### config.mk
export PLATFORM = sky130hd
export DESIGN_NAME = pipe_debug_monitor
export DESIGN_NICKNAME = d
export VERILOG_FILES = /design/src/rtl/pipe_debug_monitor.sv
export SDC_FILE = /design/constraint.sdc
export NUM_CORES = 1
export LEC_CHECK = 0
export ABC_AREA = 1
export BUFFER_PORTS_ARGS = -buffer_cell sky130_fd_sc_hd__buf_2
export CORE_MARGIN = 10
export CORE_UTILIZATION = 25
export DETAILED_ROUTE_END_ITERATION = 10
export PLACE_DENSITY_LB_ADDON = 0.1
export SLEW_MARGIN = 20
export SYNTH_ARGS = -nofsm -noshare
export SYNTH_HDL_FRONTEND = slang
export SYNTH_SLANG_ARGS = --single-unit
### constraint.sdc
create_clock -name clk -period 4.55 [get_ports clk]
set_input_delay 0.2275 -clock clk [delete_from_list [all_inputs] [get_ports clk]]
set_output_delay 0.2275 -clock clk [all_outputs]
set_load 0.02 [all_outputs]
### src/rtl/pipe_debug_monitor.sv
// Pipeline debug monitor: per-stage vld/rdy stats, address-match capture, 1-cycle registered readout.
// Pure observer, never backpressures; define DBG_STALL_CNT_EN to add per-stage stall counters.
module pipe_debug_monitor #(
    parameter int          N_STAGES  = 4,
    parameter int          N_CAPT    = 2,
    parameter int          CNT_W     = 32,
    parameter int          ADDR_W    = 16,
    parameter int          DATA_W    = 32,
    parameter logic [31:0] SIGNATURE = 32'd13122003
) (
    input  logic                       clk,
    input  logic                       rst_n,
    input  logic                       clr_i,
    input  logic                       freeze_i,
    input  logic [N_STAGES-1:0]        stage_vld_i,
    input  logic [N_STAGES-1:0]        stage_rdy_i,
    input  logic                       mon_en_i,
    input  logic [ADDR_W-1:0]          mon_addr_i,
    input  logic [DATA_W-1:0]          mon_data_i,
    input  logic [N_CAPT*ADDR_W-1:0]   capt_addr_i,
    input  logic [7:0]                 sel_i,
    output logic [31:0]                debug_o,
    output logic [2*N_STAGES-1:0]      flags_o
);

    localparam logic [CNT_W-1:0] CNT_MAX = '1;

    logic [CNT_W-1:0]    r_cyc_cnt;
    logic [N_STAGES-1:0] r_vld_seen;
    logic [N_STAGES-1:0] r_rdy_seen;
    logic [CNT_W-1:0]    r_vld_cnt   [N_STAGES];
    logic [CNT_W-1:0]    r_first_ts  [N_STAGES];
    logic [DATA_W-1:0]   r_capt_data [N_CAPT];
    logic [N_CAPT-1:0]   r_capt_hit;
    logic [N_CAPT-1:0]   w_match;
    logic [31:0]         w_rd;
    logic [31:0]         w_stall_rd;

    always_comb begin
        w_match = '0;
        for (int k = 0; k < N_CAPT; k++)
            w_match[k] = mon_en_i && (mon_addr_i == capt_addr_i[k*ADDR_W +: ADDR_W]);
    end

    // Reset and clear both zero the statistics, so they share one branch.
    always_ff @(posedge clk) begin
        if (!rst_n || clr_i) begin
            r_cyc_cnt  <= '0;
            r_vld_seen <= '0;
            r_rdy_seen <= '0;
            r_capt_hit <= '0;
            for (int i = 0; i < N_STAGES; i++) begin
                r_vld_cnt[i]  <= '0;
                r_first_ts[i] <= '0;
            end
            for (int k = 0; k < N_CAPT; k++)
                r_capt_data[k] <= '0;
        end else if (!freeze_i) begin
            if (r_cyc_cnt != CNT_MAX)
                r_cyc_cnt <= r_cyc_cnt + 1'b1;
            for (int i = 0; i < N_STAGES; i++) begin
                if (stage_vld_i[i]) begin
                    if (r_vld_cnt[i] != CNT_MAX)
                        r_vld_cnt[i] <= r_vld_cnt[i] + 1'b1;
                    if (!r_vld_seen[i])
                        r_first_ts[i] <= r_cyc_cnt;
                end
            end
            r_vld_seen <= r_vld_seen | stage_vld_i;
            r_rdy_seen <= r_rdy_seen | stage_rdy_i;
            for (int k = 0; k < N_CAPT; k++) begin
                if (w_match[k]) begin
                    r_capt_data[k] <= mon_data_i;
                    r_capt_hit[k]  <= 1'b1;
                end
            end
        end
    end

`ifdef DBG_STALL_CNT_EN
    logic [CNT_W-1:0] r_stall_cnt [N_STAGES];

    always_ff @(posedge clk) begin
        if (!rst_n || clr_i) begin
            for (int i = 0; i < N_STAGES; i++)
                r_stall_cnt[i] <= '0;
        end else if (!freeze_i) begin
            for (int i = 0; i < N_STAGES; i++)
                if (stage_vld_i[i] && !stage_rdy_i[i] && (r_stall_cnt[i] != CNT_MAX))
                    r_stall_cnt[i] <= r_stall_cnt[i] + 1'b1;
        end
    end

    always_comb begin
        w_stall_rd = '0;
        for (int i = 0; i < N_STAGES; i++)
            if (sel_i[3:0] == 4'(i))
                w_stall_rd = 32'(r_stall_cnt[i]);
    end
`else
    assign w_stall_rd = '0;
`endif

    // High nibble picks the register group, low nibble the stage/channel index.
    always_comb begin
        w_rd = '0;
        case (sel_i[7:4])
            4'h0: begin
                case (sel_i[3:0])
                    4'h0:    w_rd = SIGNATURE;
                    4'h1:    w_rd = 32'(r_cyc_cnt);
                    4'h2:    w_rd = 32'({r_vld_seen, r_rdy_seen});
                    4'h3:    w_rd = 32'(r_capt_hit);
                    default: w_rd = '0;
                endcase
            end
            4'h1: for (int i = 0; i < N_STAGES; i++)
                      if (sel_i[3:0] == 4'(i)) w_rd = 32'(r_vld_cnt[i]);
            4'h2: for (int i = 0; i < N_STAGES; i++)
                      if (sel_i[3:0] == 4'(i)) w_rd = 32'(r_first_ts[i]);
            4'h3: for (int k = 0; k < N_CAPT; k++)
                      if (sel_i[3:0] == 4'(k)) w_rd = 32'(r_capt_data[k]);
            4'h4:    w_rd = w_stall_rd;
            default: w_rd = '0;
        endcase
    end

    always_ff @(posedge clk) begin
        if (!rst_n) begin
            debug_o <= '0;
            flags_o <= '0;
        end else begin
            debug_o <= w_rd;
            flags_o <= {r_rdy_seen, r_vld_seen};
        end
    end

endmodule

==> results.cfg <==
[routing]
ant_nets = 0
dr_total_vias = 19990
wl_per_cell_um = 20.83
drt_iter0_markers = 1399
routed_wl_um = 90070
via_per_inst = 4.624
drc = 0
dr.pass1.iters = 5

[worst_setup_path]
path_cells = ha_1, nand3_1, nor2_2, nand2_1, nor2_1, nand2_1, nand4_1, buf_4, nor2_1
crit_buf_inv = 1
crit_type = reg -> reg
end_kind = register
critical-path-top-delay-family = simple AND/OR/NAND/NOR gates
crit_path_max_fanout = 32
crit_slowest_cell = edfxtp_1
max_stage_delay_ns = 0.50
crit_required_ns = 4.87
start_kind = register
r2r_slack_ns = 1.83
arrival_ns = 3.04

[synthesis]
synthCells = 2957
yosys_warnings = 0
synthesis.area_um2 = 22340
syn_avg_cell_area_um2 = 7.555
synth_enable_flop_cells = 320
synthArstFlopShare_pct = 0
syn-num-nets = 3063
ys_seq_elements = 402
ys_types = 35
synth_top_area_share_pct = 43.02
synth_common_cells = nand2_1, nor2_1, edfxtp_1
synth_ff_type = edfxtp_1
yosysTopAreaCell = edfxtp_1
ys_seq_area_share_pct = 50.36
synth_most_common_cell = nand2_1
ys_top_cells_by_area = edfxtp_1, nand2_1, nor2_1

[sta]
setup_violations = 0
hold_ws_ns = 0.02004
tns_ns = 0
final.setup_skew_ns = 0.06417
final_max_slew_viol_count = 0
finalCritPeriodShare_pct = 59.69
hold_violations = 0
rsz0062_at_grt = false
layout_min_cycle_time_ns = 2.716
worstMarginPinSlew_ns = 1.089
maxSlewHeadroom_pct = 27.31
max_freq_mhz = 368.2
finalWorstSetupSlack_ns = 1.834

[cts]
clock_latency_ns = 0.65
cts_root_buffer = clkbuf_16
tritoncts = built
cts_buffers = 51
clockBufferDepth = 3
clk_pin_slew_ns = 0.06
h-tree-depth = 2
cts.sink_count = 402

[global_routing]
first_global_vias = 19770
grt_use_total_pct = 17.11
grt_first_pass_wirelength_um = 131200
grt_max_degree = 79
antenna_found_initial = 5
grt_overflow_total = 0

[power]
vdd_drop_max_mv = 0.3152
pwr_density_cell_nw_per_um2 = 343.9
p_leak_nw = 10.69
power_mw = 9.100

[layout]
layout.nets = 3221
fill_cells = 9638
drive_gt1_share_pct = 9.721
area_growth_pct = 18.46

[place]
hpwl_um = 65320
pre_cts_slack_ns = 1.710
portBuffers = 140
place_congestion = 0.8539

[floorplanning]
row_count = 109
start_util_pct = 25.24
core-area_um2 = 88510
fp.dieW_um = 318.9
ioPinCount = 141
dieArea_um2 = 101700
die_h_um = 318.9

[flow_run]
drv_cap = 0

[status]
status = complete, no violations

[worst_hold_path]
hold_class = in -> reg
where the power goes:
group | internal [mW] | switching (mW) | total [mW]
clock | 2.52 | 1.76 | 4.28
sequential | 4.11 | 0.114 | 4.22
combinational | 0.171 | 0.426 | 0.597
per-layer routing:
layer  wire length (um)  vias to the layer above  track usage [%]
li1                   -                     9753                -
met1              39230                     9598            21.86
met5                 41                        -                0
met2              43830                      524            29.49
met3               4497                      113            2.609
met4               2473                        6            4.989
metrics by stage:
| stage | instance area, um^2 | util (%) | cells |
|---|---|---|---|
| detailed placement | 24340 | 27.49 | 4191 |
| CTS | 26460 | 29.89 | 4323 |
| finish | 26460 | 29.90 | 4324 |
| global route | 26460 | 29.89 | 4323 |
| floorplan | 22340 | - | 2957 |
| global placement | 24340 | 27.49 | 4191 |
tightest hold or removal path, cell delays in order:
cell and delay [ns]:
buf_2 0.09, inv_1 0.06, nor2_1 0.06
area by class of cell:
class                           count  area, um^2  area share [%]
Timing Repair Buffer              212        1344           5.078
Clock inverter                     27       359.1           1.357
Multi-Input combinational cell   2129        9447           35.70
Clock buffer                       69        1404           5.305
Tap cell                         1165        1458           5.509
Antenna cell                        1       2.502        0.009457
Inverter                          319        1197           4.525
Sequential cell                   402       11250           42.52
worst paths after layout:
path | from | endpoint | cells past startpoint
worst max-delay path | r_vld_cnt[2][1] | r_vld_cnt[2][24] | 9
worst min-delay path | mon_data_i[20] | r_capt_data[0][52] | 3
worst max register to register | r_vld_cnt[2][1] | r_vld_cnt[2][24] | 9
worst min register to register | r_rdy_seen[1] | flags_o[5] | 2
cells by family after synthesis:
group                      count (synthesis)  share of synthesized area, %
and+or+nand+nor                         1879                         34.87
buffers and inverters                    426                         7.662
DFF                                      402                         50.36
AOI/OAI and AO/OA                        169                         3.842
xor gates and xnor gates                  76                         2.980
adders and majority gates                  5                        0.2800
flip-flops by register name, indices dropped and copies added, names as in the netlist:
signal / count
r_rdy_seen: 4
r_vld_cnt: 128
r_cyc_cnt: 32
r_capt_data: 64
r_first_ts: 128
flags_o: 8
r_capt_hit: 2
debug_o: 32
r_vld_seen: 4
what timing repair did:
action / CTS / global route
gates resized for setup: 0 / 0
setup buffers: 0 / 0
hold buffers: 36 / 0
hold endpoints to repair: 67 / 0
cell usage in the layout, fill, tap and decap left out, types with 6 or more instances in the layout:
cell,synthesis,final
nand3_1,231,231
nor2_2,5,6
xor2_1,62,62
clkbuf_1,53,12
nor2_1,537,535
xnor2_1,14,14
or2_0,10,10
dlygate4sd3_1,0,36
nor3_1,56,54
inv_1,310,310
inv_2,8,8
a21oi_1,81,81
edfxtp_1,320,320
o21ai_0,78,74
nand3b_1,31,31
clkbuf_16,0,51
clkbuf_8,0,6
nand4_1,35,35
dfxtp_1,82,82
clkinv_2,0,8
buf_4,12,35
nand2_1,934,932
bufinv_16,0,6
buf_2,30,140
clkinv_1,1,8
or2_2,23,23
Note: power is estimated with default switching activity, not from simulation.
